[src/rtl/line_buf_3x3_ctrl.sv]
// Frame/line sequencer for the 3x3 line-shift window generator: tracks pixel
// position, gates the line-buffer write enable and flags populated windows.
module line_buf_3x3_ctrl #(
  parameter int IMG_W_MAX = 1936,
  parameter int IMG_H_MAX = 1096,
  parameter int CNT_W     = 11
) (
  input  logic             clock,
  input  logic             rst_n,
  input  logic             per_frame_vsync,
  input  logic             per_frame_href,
  input  logic             per_frame_clken,
  output logic             buf_clken,
  output logic             buf_addr_clr,
  output logic [CNT_W-1:0] col_cnt,
  output logic [CNT_W-1:0] row_cnt,
  output logic             win_valid,
  output logic             frame_start,
  output logic             frame_done,
  output logic [CNT_W-1:0] line_len,
  output logic             err_ovf,
  output logic             err_len
);

  localparam logic [CNT_W-1:0] W_MAX  = CNT_W'(IMG_W_MAX);
  localparam logic [CNT_W-1:0] H_LAST = CNT_W'(IMG_H_MAX - 1);
  localparam logic [CNT_W-1:0] ONE    = CNT_W'(1);
  localparam logic [CNT_W-1:0] TWO    = CNT_W'(2);

  typedef enum logic [1:0] {IDLE, FWAIT, LINE} state_t;

  state_t           state_q, state_d;
  logic             vs_r_q, hr_r_q;
  logic [CNT_W-1:0] col_q, col_d;
  logic [CNT_W-1:0] row_q, row_d;
  logic [CNT_W-1:0] len_q, len_d;
  logic             ovf_q, ovf_d;
  logic             elen_q, elen_d;
  logic [CNT_W-1:0] col_out_q, col_out_d;
  logic [CNT_W-1:0] row_out_q, row_out_d;
  logic             clken_q;
  logic [2:0]       win_pipe_q;
  logic [1:0]       fs_pipe_q, fd_pipe_q, clr_pipe_q;

  logic vs_rise, hr_rise, hr_fall;
  logic accept, restart, fdone_evt, clr_evt, win_evt;

  assign vs_rise = per_frame_vsync & ~vs_r_q;
  assign hr_rise = per_frame_href  & ~hr_r_q;
  assign hr_fall = ~per_frame_href & hr_r_q;

  always_comb begin
    state_d   = state_q;
    col_d     = col_q;
    row_d     = row_q;
    len_d     = len_q;
    ovf_d     = ovf_q;
    elen_d    = elen_q;
    restart   = 1'b0;
    fdone_evt = 1'b0;
    clr_evt   = 1'b0;
    accept    = 1'b0;
    case (state_q)
      IDLE: begin
        if (vs_rise) restart = 1'b1;
      end
      FWAIT: begin
        if (vs_rise) begin
          restart   = 1'b1;
          fdone_evt = (row_q != '0);
        end else if (hr_rise) begin
          state_d = LINE;
          clr_evt = 1'b1;
        end
      end
      LINE: begin
        if (vs_rise) begin
          // aborted line: neither counted as a row nor length-checked
          restart   = 1'b1;
          fdone_evt = (row_q != '0);
        end else begin
          if (per_frame_href && per_frame_clken) begin
            if (col_q < W_MAX) begin
              accept = 1'b1;
              col_d  = col_q + ONE;
            end else begin
              ovf_d = 1'b1;
            end
          end
          if (hr_fall) begin
            state_d = FWAIT;
            if (row_q == '0) len_d = col_q;
            else if (col_q != len_q) elen_d = 1'b1;
            col_d = '0;
            // past the last row keep overwriting it rather than wrapping
            if (row_q == H_LAST) begin
              ovf_d = 1'b1;
              row_d = H_LAST;
            end else begin
              row_d = row_q + ONE;
            end
          end
        end
      end
      default: state_d = IDLE;
    endcase
    if (restart) begin
      state_d = FWAIT;
      col_d   = '0;
      row_d   = '0;
      len_d   = '0;
      ovf_d   = 1'b0;
      elen_d  = 1'b0;
    end
  end

  assign win_evt = accept && (row_q >= TWO) && (col_q >= TWO);

  // row_cnt keeps the finished frame's row through the frame_done pulse
  always_comb begin
    col_out_d = col_out_q;
    row_out_d = row_q;
    if (restart) col_out_d = '0;
    else if (accept) col_out_d = col_q;
    if (restart || fs_pipe_q[0]) row_out_d = row_out_q;
  end

  always_ff @(posedge clock or negedge rst_n) begin
    if (!rst_n) begin
      state_q    <= IDLE;
      vs_r_q     <= 1'b0;
      hr_r_q     <= 1'b0;
      col_q      <= '0;
      row_q      <= '0;
      len_q      <= '0;
      ovf_q      <= 1'b0;
      elen_q     <= 1'b0;
      col_out_q  <= '0;
      row_out_q  <= '0;
      clken_q    <= 1'b0;
      win_pipe_q <= '0;
      fs_pipe_q  <= '0;
      fd_pipe_q  <= '0;
      clr_pipe_q <= '0;
    end else begin
      state_q    <= state_d;
      vs_r_q     <= per_frame_vsync;
      hr_r_q     <= per_frame_href;
      col_q      <= col_d;
      row_q      <= row_d;
      len_q      <= len_d;
      ovf_q      <= ovf_d;
      elen_q     <= elen_d;
      col_out_q  <= col_out_d;
      row_out_q  <= row_out_d;
      clken_q    <= accept;
      win_pipe_q <= {win_pipe_q[1:0], win_evt};
      fs_pipe_q  <= {fs_pipe_q[0], restart};
      fd_pipe_q  <= {fd_pipe_q[0], fdone_evt};
      clr_pipe_q <= {clr_pipe_q[0], clr_evt};
    end
  end

  assign buf_clken    = clken_q;
  assign buf_addr_clr = clr_pipe_q[1];
  assign col_cnt      = col_out_q;
  assign row_cnt      = row_out_q;
  assign win_valid    = win_pipe_q[2];
  assign frame_start  = fs_pipe_q[1];
  assign frame_done   = fd_pipe_q[1];
  assign line_len     = len_q;
  assign err_ovf      = ovf_q;
  assign err_len      = elen_q;

endmodule

[config.mk]
export PLATFORM = sky130hd
export DESIGN_NAME = line_buf_3x3_ctrl
export DESIGN_NICKNAME = d
export VERILOG_FILES = /design/src/rtl/line_buf_3x3_ctrl.sv
export SDC_FILE = /design/constraint.sdc
export NUM_CORES = 1
export LEC_CHECK = 0
export ABC_AREA = 1
export CAP_MARGIN = 30
export CORE_MARGIN = 5
export CORE_UTILIZATION = 35
export CTS_CLUSTER_DIAMETER = 30
export DETAILED_ROUTE_END_ITERATION = 10
export GPL_TIMING_DRIVEN = 0
export PLACE_DENSITY = 0.54
export SETUP_SLACK_MARGIN = 0.02
export SLEW_MARGIN = 0
export SYNTH_ARGS = -nofsm -noshare
export SYNTH_HDL_FRONTEND = slang
export SYNTH_SLANG_ARGS = --single-unit
[constraint.sdc]
create_clock -name clock -period 3.3 [get_ports clock]
set_clock_uncertainty 0.2 [all_clocks]
set_input_delay 0.99 -clock clock [delete_from_list [all_inputs] [get_ports clock]]
set_output_delay 0.99 -clock clock [all_outputs]
set_load 0.02 [all_outputs]
==> metrics.csv <==
metric,value,unit
initial antenna violation count,0,
initial core utilization,35.98,%
Setup CP Type,input port to register,
reg2reg start,state_q[0],
met1 Track Usage GR,21.54,%
Hold Crit Class,register to register,
Finished Core Util,44.56,%
"Reg clk slew, reported paths",0.08,ns
library cells used by synthesis,33,
Hold Crit Start,fd_pipe_q[0],
# hold bufs at CTS,0,
P_leak,1.987,nW
Syn Nets,447,
post-route DRC violation count,0,
Most Crowded Layer GR,met2,
WP data required,3.31,ns
final hold viol count,0,
I/O Pins,45,
RR Endpoint,line_len[3],
ANT cells,0,
FMAX,376.7,MHz
fin. max-slew vios,0,
startpoint type of the worst setup path,input port,
crit-path max FO,10,
die footprint,0.01220,mm2
met3 usage,2.845,%
Tmin final,2.655,ns
post-synthesis register bit count,71,
Synth area leaders,"dfrtp_1 50%, nand2_1 12%, o21ai_0 6.7%",
Avg WL per Cell,13.97,um
Synth warnings,0,
routability congestion estimate from global placement,0.9094,
final worst-path cycle share,80.44,%
total wire length,8.761,mm
top-area cell type share of the netlist area,50.28,%
Pwr Density,614.0,mW/mm2
synthesized instance count,434,
TritonCTS Buffers,9,
die width,110.5,um
largest net degree at the start of global routing,47,
R2R Setup Slk,1.26,ns
final total power,2.686,mW
FILL cells,1059,
Final ANT Viol Nets,0,
PostCTS Resize Cnt,0,
fin nets,503,
CP endpoint kind,register,
fin area,0.004375,mm2
Yosys top cell by area,dfrtp_1,
max-cap violations,0,
H-tree levels,3,
die extent in y,110.5,um
run status,completed,
"commonest non-fill, non-tap cells in the layout","117 x nand2_1, 71 x dfrtp_1, 48 x inv_1",
clk root buf,clkbuf_8,
setup slack after layout,0.6453,ns
"commonest non-fill, non-tap cell in the layout",nand2_1,
GRT Total Usage,14.73,%
number of buffers added for setup after CTS,0,
Via density,4.850,
GRT met2 Usage,21.64,%
CTS tree,built,
grt ovf,0,
pre-CTS setup slack,0.3183,ns
port bufs,44,
Worst Tran Pin Value,0.5220,ns
worst skew pair latency,0.35,ns
CTS Buffer Depth,2,
worst vdd ir,0.0002984,V
area grow syn2layout,23.83,%
core area,0.009819,mm2
share of cells above drive strength 1,9.312,%
vias,3041,
final setup fails,0,
WP data arrival,2.67,ns
"Seq/Total Area, Yosys",50.28,%
slew margin rel.,65.20,%
Syn Area/Cell,8.141,um2
Placed Area,0.004165,mm2
Synth Cell Area,0.003533,mm2
first-pass GRT wire length,14.92,mm
First DRT Iteration DRCs,146,
hold path depth,0,
Hold Slack,0.1485,ns
hpwl dp,6.488,mm
Clock Sink Count,71,
FP Rows,36,
unrepaired setup endpoints after global routing,no,
DRT Pass-1 Iters,4,
Worst R2R Path Depth,7,
hold endpoint,fd_pipe_q[1],
number of global-route vias before repair,2935,
## per-stage QoR
step	instances	TNS [ns]
global placement	611	-107.54
global route	627	0
CTS	627	0
finish	627	0
detailed placement	612	0
floorplan	434	0
## power by group
group / internal (mW) / total, mW / leakage [nW] / switching (mW)
registers: 1.02 / 1.16 / 0.963 / 0.139
logic: 0.314 / 0.778 / 0.918 / 0.464
clock network: 0.420 / 0.751 / 0.105 / 0.331
total: 1.75 / 2.69 / 1.99 / 0.934
## worst max-delay path, stage by stage
cell and delay [ns]:
clkdlybuf4s50_1 0.50, inv_1 0.06, nand2_1 0.30, o21ai_0 0.18
o21ai_2 0.13, clkbuf_1 0.36, o21ai_0 0.14
## layer usage
metal | vias to the layer above | part of all wire (%) | routed length, um
li1 | 1505 | - | -
met1 | 1448 | 51 | 4492
met3 | 11 | 3.9 | 343
met2 | 77 | 43 | 3800
met4 | 0 | 1.4 | 125
met5 | - | 0 | 0
## how the worst max path moves through the flow
| stage | from | end | slack, ns |
|---|---|---|---|
| global route | per_frame_href | line_len[7] | 0.53 |
| floorplan | per_frame_vsync | col_q[4] | 1.12 |
| CTS | per_frame_href | line_len[2] | 0.68 |
| global placement | rst_n | col_q[7] | -1.52 |
| finish | per_frame_href | line_len[3] | 0.65 |
| detailed placement | per_frame_href | line_len[3] | 0.32 |
## kinds of logic after synthesis
| group | Yosys count | synth area share, % |
|---|---|---|
| compound gates | 69 | 11.05 |
| fa+ha+maj | 8 | 2.833 |
| flops | 71 | 50.28 |
| buf+inv | 68 | 8.215 |
| simple gates | 210 | 25.64 |
| xor+xnor | 8 | 1.983 |
## sequential cells by signal, indices dropped and copies added (netlist names), 3 cells and up
name	cells
col_cnt	11
col_q	11
line_len	11
row_cnt	11
row_q	11
win_pipe_q	3
## cell usage after synthesis, drive strengths merged
library cell / instances
nand4: 13
xor2: 5
inv: 51
nor4: 1
clkinv: 1
xnor2: 3
clkbuf: 4
or2: 2
a211oi: 2
dfrtp: 71
o21a: 1
ha: 8
nor3: 5
a31oi: 1
o21ai: 55
o22ai: 5
a21oi: 5
nor2: 36
nand2: 122
buf: 12
nand3: 31
## layout make-up
class	count	area, um2	area share [%]
flip-flops and latches	71	1777	40.61
repair buffers	45	465.4	10.64
clock inverters	6	86.33	1.973
plain buffers	16	95.09	2.173
well taps	133	166.4	3.803
multi-input cells	295	1466	33.51
inverters	52	195.2	4.461
clock buffers	9	123.9	2.831
No activity file was read; power rests on OpenSTA's default activity.
